[src/rtl/logic_op_arbiter_pkg.sv]
// Shared definitions for the two-requester bitwise logic-op arbiter:
// opcode constants and the result-register FSM encoding.
package logic_op_arbiter_pkg;

    localparam logic [2:0] OP_BUF  = 3'd0;
    localparam logic [2:0] OP_NOT  = 3'd1;
    localparam logic [2:0] OP_AND  = 3'd2;
    localparam logic [2:0] OP_NAND = 3'd3;
    localparam logic [2:0] OP_OR   = 3'd4;
    localparam logic [2:0] OP_NOR  = 3'd5;
    localparam logic [2:0] OP_XOR  = 3'd6;
    localparam logic [2:0] OP_XNOR = 3'd7;

    // IDLE: result register empty, BUSY: result register full
    typedef enum logic {
        IDLE = 1'b0,
        BUSY = 1'b1
    } state_t;

endpackage

[src/rtl/logic_op_arbiter_logic_unit.sv]
// Purely combinational bitwise operator; b is ignored for BUF and NOT.
module logic_unit
    import logic_op_arbiter_pkg::*;
#(
    parameter int WIDTH = 8
) (
    input  logic [2:0]       op,
    input  logic [WIDTH-1:0] a,
    input  logic [WIDTH-1:0] b,
    output logic [WIDTH-1:0] result
);

    always_comb begin
        // NOTE: default assignment first so no path through the case leaves result unassigned (no latch).
        result = a;
        case (op)
            OP_BUF:  result = a;
            OP_NOT:  result = ~a;
            OP_AND:  result = a & b;
            OP_NAND: result = ~(a & b);
            OP_OR:   result = a | b;
            OP_NOR:  result = ~(a | b);
            OP_XOR:  result = a ^ b;
            OP_XNOR: result = ~(a ^ b);
            default: result = a;
        endcase
    end

endmodule

[src/rtl/logic_op_arbiter.sv]
// Round-robin arbiter between two requesters feeding one shared logic unit,
// with a single registered result slot that supports one result per cycle.
module logic_op_arbiter
    import logic_op_arbiter_pkg::*;
#(
    parameter int WIDTH = 8
) (
    input  logic             clk,
    input  logic             rst,

    input  logic             req0_valid,
    input  logic [2:0]       req0_op,
    input  logic [WIDTH-1:0] req0_a,
    input  logic [WIDTH-1:0] req0_b,
    output logic             req0_ready,

    input  logic             req1_valid,
    input  logic [2:0]       req1_op,
    input  logic [WIDTH-1:0] req1_a,
    input  logic [WIDTH-1:0] req1_b,
    output logic             req1_ready,

    output logic             rsp_valid,
    output logic             rsp_id,
    output logic [WIDTH-1:0] rsp_data,
    input  logic             rsp_ready,

    output logic [15:0]      done_count
);

    state_t           state;
    state_t           state_next;
    logic             last_grant;
    logic             grant_id;
    logic             accept_window;
    logic             accept;
    logic             rsp_fire;
    logic [2:0]       sel_op;
    logic [WIDTH-1:0] sel_a;
    logic [WIDTH-1:0] sel_b;
    logic [WIDTH-1:0] lu_result;

    // Contention goes to whoever did not win last; a lone requester always wins.
    assign grant_id      = (req0_valid && req1_valid) ? ~last_grant : req1_valid;
    assign accept_window = (state == IDLE) || rsp_ready;
    assign accept        = !rst && accept_window && (req0_valid || req1_valid);

    assign req0_ready = accept && !grant_id;
    assign req1_ready = accept &&  grant_id;

    assign rsp_valid = (state == BUSY);
    assign rsp_fire  = rsp_valid && rsp_ready;

    assign sel_op = grant_id ? req1_op : req0_op;
    assign sel_a  = grant_id ? req1_a  : req0_a;
    assign sel_b  = grant_id ? req1_b  : req0_b;

    logic_unit #(.WIDTH(WIDTH)) u_logic_unit (
        .op     (sel_op),
        .a      (sel_a),
        .b      (sel_b),
        .result (lu_result)
    );

    always_comb begin
        state_next = state;
        case (state)
            IDLE:    if (accept) state_next = BUSY;
            BUSY:    if (rsp_ready) state_next = accept ? BUSY : IDLE;
            default: state_next = IDLE;
        endcase
    end

    // NOTE: sequential state uses non-blocking assignments so every register samples pre-edge values.
    always_ff @(posedge clk or posedge rst) begin
        if (rst) begin
            state      <= IDLE;
            last_grant <= 1'b1;
            rsp_id     <= 1'b0;
            rsp_data   <= '0;
            done_count <= 16'h0000;
        end else begin
            state <= state_next;
            if (accept) begin
                last_grant <= grant_id;
                rsp_id     <= grant_id;
                rsp_data   <= lu_result;
            end
            if (rsp_fire) begin
                done_count <= done_count + 16'h0001;
            end
        end
    end

endmodule

[config.mk]
export PLATFORM = sky130hd
export DESIGN_NAME = logic_op_arbiter
export DESIGN_NICKNAME = d
export VERILOG_FILES = /design/src/rtl/logic_op_arbiter_pkg.sv /design/src/rtl/logic_op_arbiter_logic_unit.sv /design/src/rtl/logic_op_arbiter.sv
export SDC_FILE = /design/constraint.sdc
export NUM_CORES = 1
export LEC_CHECK = 0
export ABC_CLOCK_PERIOD_IN_PS = 3000
export CORE_AREA = 2 2 102 55
export DETAILED_ROUTE_END_ITERATION = 6
export DIE_AREA = 0 0 104 57
export PLACE_DENSITY = 0.8
export SKIP_CTS_REPAIR_TIMING = 1
export SYNTH_ARGS = -nofsm -noshare
export SYNTH_HDL_FRONTEND = slang
export SYNTH_SLANG_ARGS = --single-unit
[constraint.sdc]
create_clock -name clk -period 3 [get_ports clk]
set_clock_uncertainty 0.15 [all_clocks]
set_input_delay 0.75 -clock clk [delete_from_list [all_inputs] [get_ports clk]]
set_output_delay 0.75 -clock clk [all_outputs]
set_load 0.01 [all_outputs]
==> results of run 1 <==
-- how the worst max path moves through the flow --
| stage | to | cells past startpoint |
|---|---|---|
| 6_report | rsp_data[5] | 10 |
| 5_1_grt | rsp_data[5] | 10 |
| 4_1_cts | req0_ready | 6 |
| 3_5_place_dp | req0_ready | 6 |
| 3_3_place_gp | req0_ready | 6 |
| 2_1_floorplan | rsp_data[5] | 12 |
-- power by group through the flow --
stage	sequential (mW)	combinational (mW)	clock, mW
after global routing	0.522	0.709	0.225
final	0.513	0.649	0.201
after detailed placement	0.519	0.643	0
after global placement	0.515	0.625	0
after floorplan	0.537	0.299	0
after CTS	0.513	0.646	0.208
-- cells in the mapped netlist, types with 2 or more instances --
cell	n	area share, %
nand2_1	38	6.3
dfrtp_1	26	29
mux2i_1	25	11
inv_1	24	4.0
nor2_1	20	3.3
ha_1	17	9.3
o21ai_0	15	3.3
xnor2_1	13	5.0
clkbuf_1	10	1.6
nand3_1	8	1.8
o21ai_1	8	1.8
o22ai_1	7	1.9
a2bb2oi_1	6	2.3
a32oi_1	6	2.3
nand2b_1	6	1.6
nor3_1	5	1.1
nor2b_1	4	1.1
nand4_1	3	0.82
a21o_1	2	0.66
and3_1	2	0.55
buf_4	2	0.66
mux2_2	2	0.99
nand3b_1	2	0.66
nor4b_1	2	0.77
xor2_1	2	0.77
-- routing by layer --
layer  wire length (um)  part of all wire, %  global-route usage (%)  vias up
met3                329                  5.3                    4.46        2
met2               2680                   43                    34.9       72
met4                  9                 0.15                    1.54        0
met5                  0                    0                       0        -
met1               3160                   51                    31.2     1099
li1                   -                    -                       -     1121
-- through the flow --
stage               util, %  instances  setup TNS [ps]  power (mW)
detailed placement     62.7        428           -1530        1.16
global route           64.1        432               0        1.46
floorplan                 -        272               0       0.836
finish                 64.1        432               0        1.36
global placement       62.7        428           -1060        1.14
CTS                    63.5        432            -476        1.37
-- sequential cells by signal, indices dropped and copies added, names as in the netlist --
signal / count
done_count: 16
last_grant: 1
rsp_data: 8
rsp_id: 1
rsp_valid: 1
-- cell type report --
class	instances	area (um^2)
repair buffers	97	927
multi-input cells	207	1460
fillers	457	1840
flip-flops and latches	27	677
clock buffers	4	45.0
inverters	24	90.1
well taps	73	91.3
-- critical path, stage by stage --
cell             delay (ps)
clkdlybuf4s50_1         440
a21bo_2                 260
mux2_2                  370
inv_1                   100
ha_4                    220
nand3_1                  70
nor2_1                   50
a41oi_1                 170
nand4_1                 110
a221o_1                 330
-- kinds of logic (layout without fill, tap and decap cells) --
group / count (synthesis) / after routing
AND/OR/NAND/NOR: 92 / 92
AO/OA/AOI/OAI: 54 / 54
buffers and inverters: 38 / 125
flip-flops: 27 / 27
multiplexers: 29 / 29
XOR/XNOR: 15 / 15
adder cells (fa/ha/maj): 17 / 17
==> results.md, run 1 <==
* Gr ovfl total at 0
* PwrDens at 414 nW/um^2
* Iteration-0 DRC Markers at 185
* DP Wirelength at 4910 um
* Worst-skew pair later-pin latency at 260 ps
* Combinational power share at 47.6%
* Post-Synth Simple-Gate Area at 18.7%
* Commonest non-fill, non-tap cells in the layout: clkdlybuf4s50_1 (67), nand2_1 (38), dfrtp_1 (26)
* Post-synthesis xor/xnor area fraction at 5.77%
* ANT nets after route at 0
* Drc violations at 0
* Flop pwr share at 37.6%
* Chip width at 104 um
* Cells after Synth at 272
* Routed WL at 6190 um
* Reg2Reg Depth at 9
* Dpl ws at -260 ps
* Crit-path max FO at 5
* Die ar. at 5930 um^2
* Placed inst area at 3220 um^2
* Antenna fix cells at 0
* CTS Buf Count at 3
* Die H at 57 um
* R2R Path End: rsp_data[5]
* FMAX at 348 MHz
* Synth Flop Type: dfrtp_1
* Post-synthesis async set-or-reset flop share at 100%
* Max Cap Viol at 0
* Root buf cell: clkbuf_8
* Sw frac at 34.3%
* Final period util at 95.8%
* Commonest non-fill, non-tap cell in the layout: clkdlybuf4s50_1
* Syn_nets at 332
* Relative slew slack at 72.0%
* Layout cells sized above 1 at 10.9%
* P_sw at 468 uW
* Initial DRT Pass Iterations at 4
* Adder-Cell Fraction of Synth Area at 9.34%
* Synth Area in Compound Gates at 16.5%
* Syn Area/Cell at 8.38 um^2
* Synth unique cells at 42
* Fin. max-slew vios at 0
* Ports at 71
* First-pass GRT wire length at 10300 um
* Seq/Total Area, Yosys at 29.7%
* FF-to-FF Start: last_grant
* Largest family of logic cells by synthesized area: simple AND/OR/NAND/NOR gates
* Final GP Congestion at 0.827
* Core region area at 5130 um^2
* Hold Violations, Final at 0
* Fin area at 3290 um^2
* Post-synthesis cell area at 2280 um^2
* WL/cell at 14.3 um
* VDD IR max at 0.282 mV
* Status: complete, no violations
* Hold Path Sink: done_count[15]
* Worst hold path stage count at 1
* RSZ-0062 raised after global routing: no
* Fin crit period at 2870 ps
* Clock slew at reported path FFs at 90 ps
* Startpoint types: primary input
* Crit end category: flop
* Flop2flop setup slack at 530 ps
* P&R area growth vs syn at 44.5%
* CTS Sinks at 27
* P_leak at 1.58 nW
* CTS tree: built
* Pint at 896 uW
* Routed vias/inst at 5.31
* Vias after detailed routing at 2294
* Starting Density at 44.4%
* H-tree Lvls at 1
* Crit path DAT at 2880 ps
* Final setup viols at 0
* Critical path required time at 3010 ps
* Overall routing resource usage at 21.4%
* Post-synthesis sequential element count at 27
* Port Buffer Count at 70
* Worst Max-Slew Pin Slew at 418 ps
* Nets@finish at 420
* Crit path setup slack, layout at 126 ps
* Hold_sp: done_count[15]
* Clock tree buffer depth at 2
* CP Launch Point: req1_valid
* Row count at 19
* Largest net degree at the start of global routing at 28
* Vias in the first global route at 2102
* Hold Worst Slack at 326 ps
* Min-Delay Path Class: flop to flop
* Initial antenna violation count at 0
* Syn. warnings at 0
* Mux cell area share after synthesis at 13.1%
* Clk pwr share at 14.8%
* Number of synthesized flops with an enable pin at 0
* Critical path class: primary input to flop
(Power assumes the default switching activity.)
==> inputs of run 2 (changes only) <==
PLACE_DENSITY = 0.83   (was 0.8)
==> run 2 against run 1 <==
Against the previous run:
- sequential power is essentially flat
- core utilization increased by 0.15 points
- hold slack improved by 1.4 ps
- count of clock-buffer cells in the layout down 1
- sequential cell count stayed put
- largest cell class unchanged
- largest power group unchanged
==> results.md, run 2 (synthesis results as in run 1) <==
* Final GP Congestion at 0.853 (+3.2%)
* Starting Density at 44.4% (unchanged)
* FF-to-FF Start: last_grant
* P&R area growth vs syn at 44.9%
* Largest net degree at the start of global routing at 28 (unchanged)
* Port Buffer Count at 70 (unchanged)
* Max Cap Viol at 0 (unchanged)
* Routed WL at 6420 um (+3.8%)
* Core region area at 5130 um^2 (unchanged)
* Antenna fix cells at 0 (unchanged)
* CTS Sinks at 27 (unchanged)
* Flop2flop setup slack at 510 ps (-20 ps)
* Clock slew at reported path FFs at 90 ps (about the same)
* Row count at 19 (unchanged)
* Layout fillers at 437 (-4.4%)
* Ports at 71 (unchanged)
* Placed cell count at 427 (-0.23%)
* Crit path DAT at 2910 ps (+30 ps)
* DP Wirelength at 4960 um (+1.1%)
* Final period util at 96.4% (+0.59 points)
* Reg2Reg Depth at 11 (+2)
* Vias in the first global route at 2165 (+3.0%)
* Worst Max-Slew Pin Slew at 411 ps (-7.17 ps)
* Hold Path Sink: done_count[15]
* Overall routing resource usage at 22.0% (+0.54 points)
* Hold Violations, Final at 0 (unchanged)
* Dpl ws at -210 ps (+49.6 ps)
* Largest register by flop count: done_count
* RSZ-0062 raised after global routing: yes
* Post-layout util at 64.3% (+0.15 points)
* CTS tree: built
* Largest register FFs at 16 (unchanged)
* Clock tree buffer depth at 2 (unchanged)
* Critical path required time at 3020 ps (about the same)
* Critical path class: primary input to flop
* First-pass GRT wire length at 10500 um (+2.3%)
* Status: complete, no violations
* Min-Delay Path Class: flop to flop
* Drc violations at 0 (unchanged)
* Placed inst area at 3220 um^2 (+0.16%)
* Layout cells sized above 1 at 11.2% (+0.31 points)
* Iteration-0 DRC Markers at 84 (-55%)
* Crit path setup slack, layout at 108 ps (-17.6 ps)
* PwrDens at 413 nW/um^2 (-0.22%)
* Finished Layout Cells at 431 (-0.23%)
* Fin crit period at 2890 ps (+17.6 ps)
* VDD IR max at 0.299 mV (+6.2%)
* Routed vias/inst at 5.33 (+0.32%)
* Relative slew slack at 72.5% (+0.48 points)
* Startpoint types: primary input
* R2R Path End: rsp_data[5]
* Fin. max-slew vios at 0 (unchanged)
* Commonest non-fill, non-tap cells in the layout: clkdlybuf4s50_1 (68), nand2_1 (38), dfrtp_1 (26)
* Chip width at 104 um (unchanged)
* Crit end category: flop
* Worst hold path stage count at 1 (unchanged)
* Die ar. at 5930 um^2 (unchanged)
* Root buf cell: clkbuf_8
* Initial DRT Pass Iterations at 4 (unchanged)
* ANT nets after route at 0 (unchanged)
* Biggest registers after layout: done_count: 16 flops, rsp_data: 8 flops
* Die H at 57 um (unchanged)
* Crit-path max FO at 15 (+10)
* Hold_sp: done_count[15]
* Final setup viols at 0 (unchanged)
* Commonest non-fill, non-tap cell in the layout: clkdlybuf4s50_1
* FMAX at 346 MHz (-0.61%)
* H-tree Lvls at 1 (unchanged)
* CTS Buf Count at 3 (unchanged)
* Worst-skew pair later-pin latency at 270 ps (about the same)
* Initial antenna violation count at 0 (unchanged)
* Vias after detailed routing at 2296 (+0.087%)
* Gr ovfl total at 0 (unchanged)
* Fin area at 3300 um^2 (+0.23%)
* Nets@finish at 419 (-0.24%)
* P_leak at 1.58 nW (-0.22%)
* WL/cell at 14.9 um (+4.0%)
==> run 2: per-stage QoR <==
step	power [mW]	hold WS (ps)	setup TNS, ps
finish	1.36	328	0
global route	1.46	366	-15.2
CTS	1.37	334	-379
detailed placement	1.16	319	-1600
global placement	1.14	310	-1050
floorplan	0.836	358	0
==> run 2: final cells by class <==
| cell class | count | area [um^2] | area share [%] |
|---|---|---|---|
| Clock buffer | 3 | 41.3 | 1.25 |
| Clock inverter | 1 | 5.00 | 0.152 |
| Timing Repair Buffer | 96 | 937 | 28.4 |
| Tap cell | 73 | 91.3 | 2.77 |
| Sequential cell | 27 | 677 | 20.5 |
| Multi-Input combinational cell | 207 | 1460 | 44.2 |
| Inverter | 24 | 90.1 | 2.73 |
==> run 2: worst max path at each step <==
stage	cells past startpoint	startpoint	endpoint	slack, ps
after global routing	12	req1_valid	rsp_data[5]	-20
after global placement	6	rst	req0_ready	-190
after CTS	6	req1_valid	req0_ready	-230
after detailed placement	12	req1_valid	rsp_data[5]	-210
final	12	req1_valid	rsp_data[5]	110
after floorplan	12	req1_valid	rsp_data[5]	150
==> run 2: per-layer routing <==
metal  up-vias  GRT usage (%)  routed length [um]
met2        88           35.7                2860
met1      1088           31.3                3040
li1       1114              -                   -
met3         6           3.89                 446
met4         0           4.63                  72
met5         -              0                   0
==> run 2: power by group <==
part	switching (mW)	total [mW]	internal, mW	leakage [nW]
Sequential	0.0738	0.512	0.438	0.346
Clock	0.109	0.202	0.0929	0.0255
Combinational	0.288	0.650	0.362	1.21
Total	0.470	1.36	0.893	1.58
==> run 2: critical path, stage by stage <==
cell and delay (ps):
clkdlybuf4s50_1 440, a21bo_2 270, buf_8 180, nand2_1 80, nand2_1 80, inv_1 40, ha_1 310, nand3_1 100
nor2_1 50, a41oi_1 150, nand4_1 110, a221o_1 320
==> inputs of run 3 (changes only) <==
CTS_CLUSTER_DIAMETER = 80   (was not set)
GPL_ROUTABILITY_DRIVEN = 0   (was not set)
==> results of run 3 <==
The final DEF is identical to that of run 2; final timing and power are the same.
